===== config.mk =====
export PLATFORM = sky130hd
export DESIGN_NAME = trng_key_fifo
export DESIGN_NICKNAME = d
export VERILOG_FILES = /design/src/rtl/trng_key_fifo.sv
export SDC_FILE = /design/constraint.sdc
export NUM_CORES = 1
export LEC_CHECK = 0
export CORE_ASPECT_RATIO = 0.75
export CORE_MARGIN = 10
export CORE_UTILIZATION = 30
export DETAILED_ROUTE_END_ITERATION = 12
export SYNTH_ARGS = -nofsm -noshare
export SYNTH_HDL_FRONTEND = slang
export SYNTH_SLANG_ARGS = --single-unit

===== constraint.sdc =====
create_clock -name clk -period 6 [get_ports clk]
set_input_delay 0.6 -clock clk [delete_from_list [all_inputs] [get_ports clk]]
set_output_delay 0.6 -clock clk [all_outputs]
set_load 0.03 [all_outputs]

===== src/rtl/trng_key_fifo.sv =====
// Buffers TRNG key words behind a capture/ack FSM and drains them through a
// show-ahead valid/ready port, with a registered level threshold interrupt.
module trng_key_fifo #(
    parameter int N_BITS_KEY = 32,
    parameter int DEPTH      = 8,
    parameter int THRESH     = 4
) (
    input  logic                         clk,
    input  logic                         rst_n,
    input  logic                         enable_i,
    input  logic                         flush_i,
    input  logic                         key_ready_i,
    input  logic [N_BITS_KEY-1:0]        key_i,
    output logic                         ack_read_o,
    output logic [N_BITS_KEY-1:0]        data_o,
    output logic                         valid_o,
    input  logic                         ready_i,
    output logic [$clog2(DEPTH+1)-1:0]   level_o,
    output logic                         full_o,
    output logic                         empty_o,
    output logic                         thresh_intr_o
);
    localparam int LW = $clog2(DEPTH + 1);
    localparam int PW = $clog2(DEPTH);
    localparam logic [LW-1:0] DEPTH_L  = LW'(DEPTH);
    localparam logic [LW-1:0] THRESH_L = LW'(THRESH);
    localparam logic [PW-1:0] PTR_ONE  = PW'(1);

    localparam logic [1:0] IDLE     = 2'd0;
    localparam logic [1:0] ACK      = 2'd1;
    localparam logic [1:0] WAIT_LOW = 2'd2;

    logic [1:0]            state, state_next;
    logic [PW-1:0]         wr_ptr, rd_ptr;
    logic [LW-1:0]         count_next;
    logic                  push, pop;
    logic [N_BITS_KEY-1:0] mem [DEPTH];

    // Full blocks capture so the TRNG is held off rather than losing a word.
    assign push = (state == IDLE) && enable_i && key_ready_i && !full_o && !flush_i;
    assign pop  = !empty_o && ready_i && !flush_i;

    assign ack_read_o = (state == ACK);
    assign valid_o    = !empty_o;
    assign data_o     = empty_o ? '0 : mem[rd_ptr];

    always_comb begin
        state_next = state;
        case (state)
            IDLE:     if (push) state_next = ACK;
            ACK:      state_next = WAIT_LOW;
            WAIT_LOW: if (!key_ready_i) state_next = IDLE;
            default:  state_next = IDLE;
        endcase
        if (flush_i) state_next = IDLE;
    end

    always_comb begin
        count_next = level_o + LW'(push) - LW'(pop);
        if (flush_i) count_next = '0;
    end

    always_ff @(posedge clk or negedge rst_n) begin
        if (!rst_n) begin
            state         <= IDLE;
            wr_ptr        <= '0;
            rd_ptr        <= '0;
            level_o       <= '0;
            full_o        <= 1'b0;
            empty_o       <= 1'b1;
            thresh_intr_o <= 1'b0;
        end else begin
            state         <= state_next;
            level_o       <= count_next;
            full_o        <= (count_next == DEPTH_L);
            empty_o       <= (count_next == '0);
            thresh_intr_o <= (count_next >= THRESH_L);
            if (flush_i) begin
                wr_ptr <= '0;
                rd_ptr <= '0;
            end else begin
                if (push) wr_ptr <= wr_ptr + PTR_ONE;
                if (pop)  rd_ptr <= rd_ptr + PTR_ONE;
            end
        end
    end

    // Storage is deliberately left unreset; data_o is masked while empty.
    always_ff @(posedge clk) begin
        if (push) mem[wr_ptr] <= key_i;
    end
endmodule


Yosys cells after proc, flatten, opt, wreduce, memory -nomap -nowiden

Memories as Yosys holds them, arrays and structs flattened.
Cells that the tools add are included.

Muxes and demuxes: 12
Order comparisons: 1
Add/sub/neg operators: 4
Equal/unequal tests: 5
Reduce and logical (&&, ||, !) cells: 14

Operator list:

| cell                  | count |
|---|---|
| $mux W32              | 1 |
| $mux W3               | 4 |
| $add A3 B1 Y3 const B | 2 |
| $logic_and A1 B1 Y1   | 6 |
| $mux W2               | 3 |
| $ne A3 B3 Y1 const B  | 2 |
| $pmux W2 S3           | 1 |
| $add A4 B1 Y4         | 1 |
| $eq A4 B4 Y1 const B  | 1 |
| $ge A4 B3 Y1 const B  | 1 |
| $logic_not A4 Y1      | 1 |
| $mux W4               | 1 |
| $reduce_bool A2 Y1    | 2 |
| $sub A4 B1 Y4         | 1 |
| $logic_not A1 Y1      | 3 |
| $eq A2 B1 Y1 const B  | 1 |
| $eq A2 B2 Y1 const B  | 1 |
| $logic_not A2 Y1      | 1 |
| $mux W1               | 2 |
| $reduce_and A2 Y1     | 1 |

Register bits: 15
Memories: 1
RAM bits: 256
Bits of input ports: 38
Word-level logic and storage cells: 44
Output and inout port bits: 41

Memory list:

| name | depth | width | rd ports | clocked after memory_dff | write ports | line | text |
|---|---|---|---|---|---|---|---|
| mem  | 8     | 32    | 1        | 0                        | 1           | 37   | `logic [N_BITS_KEY-1:0] mem [DEPTH];` |

Longest topological paths before layout

Depth in word-level cells: 9
Mapped depth: 10
Depth with buffers taken out: 10

Worst setup path after synthesis

Ideal clock, no wire load.

Kind: input to register
Start: input port flush_i
End: memory mem[0][0] (enable)
Stages on the path: 4
Path buffers: 1
Slack: 1.355 ns
Data required time: 5.499 ns
Arrival time: 4.143 ns
Setup time: 0.501 ns
Cell sequence: clkbuf_1 nor3_1 inv_1 nor4_1

Longest elaborated chain between the ends: 4

RTL lines:

| item                          | line | text |
|---|---|---|
| start: declaration            | 11   | `input logic flush_i,` |
| $logic_not A1 Y1              | 40   | `assign push = (state == IDLE) && enable_i && key_ready_i && !full_o && !flush_i;` |
| $logic_and A1 B1 Y1           | 40   |  |
| $mux W1                       | 90   | `if (push) mem[wr_ptr] <= key_i;` |
| $mux W1 (implied by the code) | 90   |  |
| end: declaration              | 37   |  |

No other way between the ends.

Worst setup path after layout

Start: register rd_ptr[0]
End: output port data_o[2]

Longest elaborated chain between the ends: 2

RTL lines:

| item                     | line | text |
|---|---|---|
| start: declaration       | 34   | `logic [PW-1:0] wr_ptr, rd_ptr;` |
| start signal: assignment | 83   | `if (pop) rd_ptr <= rd_ptr + PTR_ONE;` |
| $mem_v2 Z8 W32           | n/a  |  |
| $mux W32                 | 45   | `assign data_o = empty_o ? '0 : mem[rd_ptr];` |
| end: declaration         | 15   | `output logic [N_BITS_KEY-1:0] data_o,` |

No other way between the ends.

==> out/results.tsv <==
stage	metric	value	unit
worst_setup_path	cell with the largest stage delay on the worst path	dfrtp_4	
placed_design	total half-perimeter wirelength after legalization and detailed placement	12700	µm
worst_setup_path	kind of start point of the critical path	register	
worst_setup_path	Critical Path RT	5.40	ns
placed_design	number of buffer cells added on primary ports	78	
yosys	number of distinct standard cells referenced by the synthesized netlist	36	
detailed_routing	number of detailed-route iterations in the first pass	4	
clock_network	H-tree levels	1	
yosys	proportion of register bits with asynchronous set or reset after synthesis	5.54	%
sta	count of final max-slew check failures	0	
floorplanning	overall die height	181	µm
sta	worst path setup slack after routing	2.06	ns
finish	Filler cells	3039	
detailed_routing	number of DRC violations after detailed routing	0	
floorplanning	io pins	79	
sta	fmax	254	MHz
detailed_routing	total wire length after detailed routing	22400	µm
yosys	largest family of logic cells by synthesized area	multiplexers	
sta	Setup Skew	0.00538	ns
clock_network	post-CTS repair timing setup buffer count	0	
worst_setup_path	Crit path buffers/inverters	2	
worst_setup_path	flop-to-flop setup slack	3.14	ns
floorplanning	horizontal die dimension	235	µm
finish	final cell count without fillers	1030	
global_route	pin count of the biggest net entering global routing	67	
worst_setup_path	cell chain of the critical path	buf_4, mux4_2, a22o_1, clkdlybuf4s50_1	
clock_network	TritonCTS clock tree	yes	
finish	Layout area overhead	20.9	%
sta	final-layout setup total negative slack	0	ns
worst_setup_path	worst setup path category	register to output pin	
sta	transition time at the pin with the least slew margin	1.12	ns
detailed_routing	Detailed Route Iter0 Violations	241	
worst_setup_path	beginning of the worst register-to-register path	state[1]$_DFFE_PN0P_	
placed_design	placed instance count	977	
yosys	most frequent cells after synthesis	edfxtp_1 (256), mux4_2 (64), a22o_1 (32)	
worst_hold_path	worst hold-check path type	input port to async pin	
sta	Max-slew headroom	24.8	%
clock_network	Reg clk slew, reported paths	0.06	ns
global_route	global route total overflow	0	
yosys	Post-Synthesis Cells	462	
worst_setup_path	delay contributed by the slowest stage of the critical path	0.80	ns
global_route	vias in the first global route	5358	
detailed_routing	number of vias per cell	4.71	
yosys	share of the yosys chip area belonging to registers	77.6	%
yosys	library cell occupying the most area in the post-synthesis netlist	edfxtp_1	
global_route	Tot GR Track Use	10.3	%
clock_network	clock root buffer	clkbuf_16	
worst_setup_path	reg-to-reg critical path endpoint	thresh_intr_o$_DFF_PN0_	
worst_setup_path	worst path arrival time	3.34	ns
worst_setup_path	type of element capturing the critical path	output pin	
job	Max-cap violations	0	
yosys	synthesized-area fraction occupied by xor and xnor cells	0.337	%
worst_setup_path	highest net fanout along the worst path	27	
detailed_routing	Antenna Violating Nets Remaining	0	
placed_design	routability congestion estimate from global placement	0.717	
floorplanning	Initial Utilization	30.7	%
power_and_ir_drop	Pwr per Cell Area	378	nW/µm²
yosys	warnings from Yosys	0	
run_status	run status	finished, final reports clean	
yosys	Syn Area/Cell	22.5	µm²
power_and_ir_drop	worst ir drop on vdd	245	µV
power_and_ir_drop	Static Leakage	0.00394	µW
clock_network	clock network latency to the later pin of the worst-skew pair	0.53	ns
sta	Hold Fails Final Rpt	0	
finish	layout cell share with drive strength beyond 1	21.1	%
clock_network	CTS-repair resized insts	0	
sta	unrepaired setup endpoints after global routing	false	
floorplanning	row count	58	
floorplanning	Core Region	33900	µm²
detailed_routing	routed length per placed instance	21.7	µm
placed_design	Post-Place Worst Slack	2.37	ns
global_route	wire length of the first global-routing pass	34100	µm
yosys	number of enable flip-flop cells after synthesis	256	
yosys	Most used DFF post-synth	edfxtp_1	
yosys	simple-gate portion of the synthesized area	2.25	%
global_route	initial antenna violation count	1	
yosys	netlist area before placement	10400	µm²
yosys	count of state elements after synthesis	271	
yosys	proportion of synthesized area in mux cells	14.1	%
detailed_routing	total via count after detailed routing	4854	
finish	number of nets at the end of the flow	603	
clock_network	CTS Hold Buffers Added	0	
clock_network	count of clock tree sinks	271	
yosys	leading post-synthesis cells by cell area	edfxtp_1 (74%), mux4_2 (14%), dfrtp_1 (3.4%)	
yosys	compound-gate portion of the synthesized area	3.24	%
clock_network	largest buffer count on any clock path	3	
yosys	adder and majority cell fraction of the synthesized area	0.915	%
floorplanning	Die Footprint	42600	µm²
worst_setup_path	reg2reg path depth	10	
sta	portion of the clock cycle consumed by the worst path in the final layout	65.7	%
yosys	synthesized netlist net count	507	
yosys	proportion of netlist area held by the largest area contributor	73.9	%
clock_network	number of buffers created by CTS	29	
sta	minimum period implied by the final worst setup slack	3.94	ns
yosys	cell with the most instances after synthesis	edfxtp_1	
sta	number of setup violations in the final report	0	
worst_setup_path	category of cells accounting for the largest share of critical-path delay	buffers and inverters	
[per-stage QoR]
stage	total power [µW]	hold WS (ns)	area (µm²)	util [%]
2_1_floorplan	2880	0.304	10400	-
3_3_place_gp	3240	0.568	11700	34.6
3_5_place_dp	3260	0.587	11700	34.6
4_1_cts	4820	0.486	12600	37.1
5_1_grt	4950	0.536	12600	37.1
6_report	4750	0.489	12600	37.1
[how the worst max path moves through the flow]
stage,startpoint,to,slack (ns),cells after the start
after floorplan,flush_i,mem[0][0]$_DFFE_PP_,1.36,4
after global placement,flush_i,thresh_intr_o$_DFF_PN0_,2.50,10
after detailed placement,flush_i,thresh_intr_o$_DFF_PN0_,2.37,10
after CTS,rd_ptr[0]$_DFFE_PN0P_,data_o[8],1.98,4
after global routing,rd_ptr[0]$_DFFE_PN0P_,data_o[5],1.85,4
final,rd_ptr[0]$_DFFE_PN0P_,data_o[2],2.06,4
[cells in the final DEF, fill, tap and decap left out, types with 2 or more instances in the layout]
cell type | synthesis | layout
clkinvlp_4 | 0 | 2
nor3_2 | 0 | 2
nor2_1 | 10 | 8
o21ai_0 | 2 | 2
dfrtp_4 | 0 | 2
nand2_1 | 2 | 2
clkbuf_16 | 0 | 29
clkdlybuf4s50_1 | 0 | 78
nor2b_1 | 6 | 5
inv_1 | 8 | 8
ha_1 | 6 | 6
or3_1 | 2 | 2
a21oi_1 | 6 | 6
nand4_1 | 2 | 2
nor3_1 | 4 | 2
a22o_1 | 32 | 32
buf_4 | 1 | 11
nand3_1 | 3 | 3
and3b_2 | 0 | 2
nor2_4 | 0 | 2
xnor2_1 | 2 | 2
clkinv_2 | 0 | 2
xor2_1 | 2 | 2
mux4_2 | 64 | 64
clkbuf_1 | 10 | 13
edfxtp_1 | 256 | 256
dfrtp_1 | 14 | 12
nor3b_2 | 0 | 2
clkinv_1 | 0 | 6
[layout make-up]
type	instances	area [µm²]	area share [%]
Antenna cell	1	2.50	0.0199
Clock buffer	42	774	6.16
Clock inverter	10	47.5	0.378
Inverter	8	30.0	0.239
Multi-Input combinational cell	159	2210	17.6
Sequential cell	271	8070	64.2
Tap cell	450	563	4.48
Timing Repair Buffer	89	863	6.87
[logic make-up (layout without fill, tap and decap cells)]
family                     count (synthesis)  count (layout)
and+or+nand+nor                           40              40
buffers and inverters                     32             149
adders and majority gates                  7               7
AOI/OAI and AO/OA                         42              42
muxes                                     66              66
xor gates and xnor gates                   4               4
other                                      0               1
DFF                                      271             271
[layer usage]
layer / part of all wire (%) / global-route usage, %
met1: 44 / 12.9
met2: 50 / 18.1
met3: 4.0 / 1.96
met4: 1.8 / 2.70
met5: 0 / 0
[flip-flops by register name (all words and copies together) (netlist names)]
register       count
empty_o            1
mem              256
wr_ptr             3
thresh_intr_o      1
rd_ptr             3
full_o             1
level_o            4
state              2
[power breakdown]
part | switching [µW] | internal, µW
clock network | 664 | 887
registers | 86.4 | 2110
logic | 524 | 474
Power figures use the tool's default switching activity.
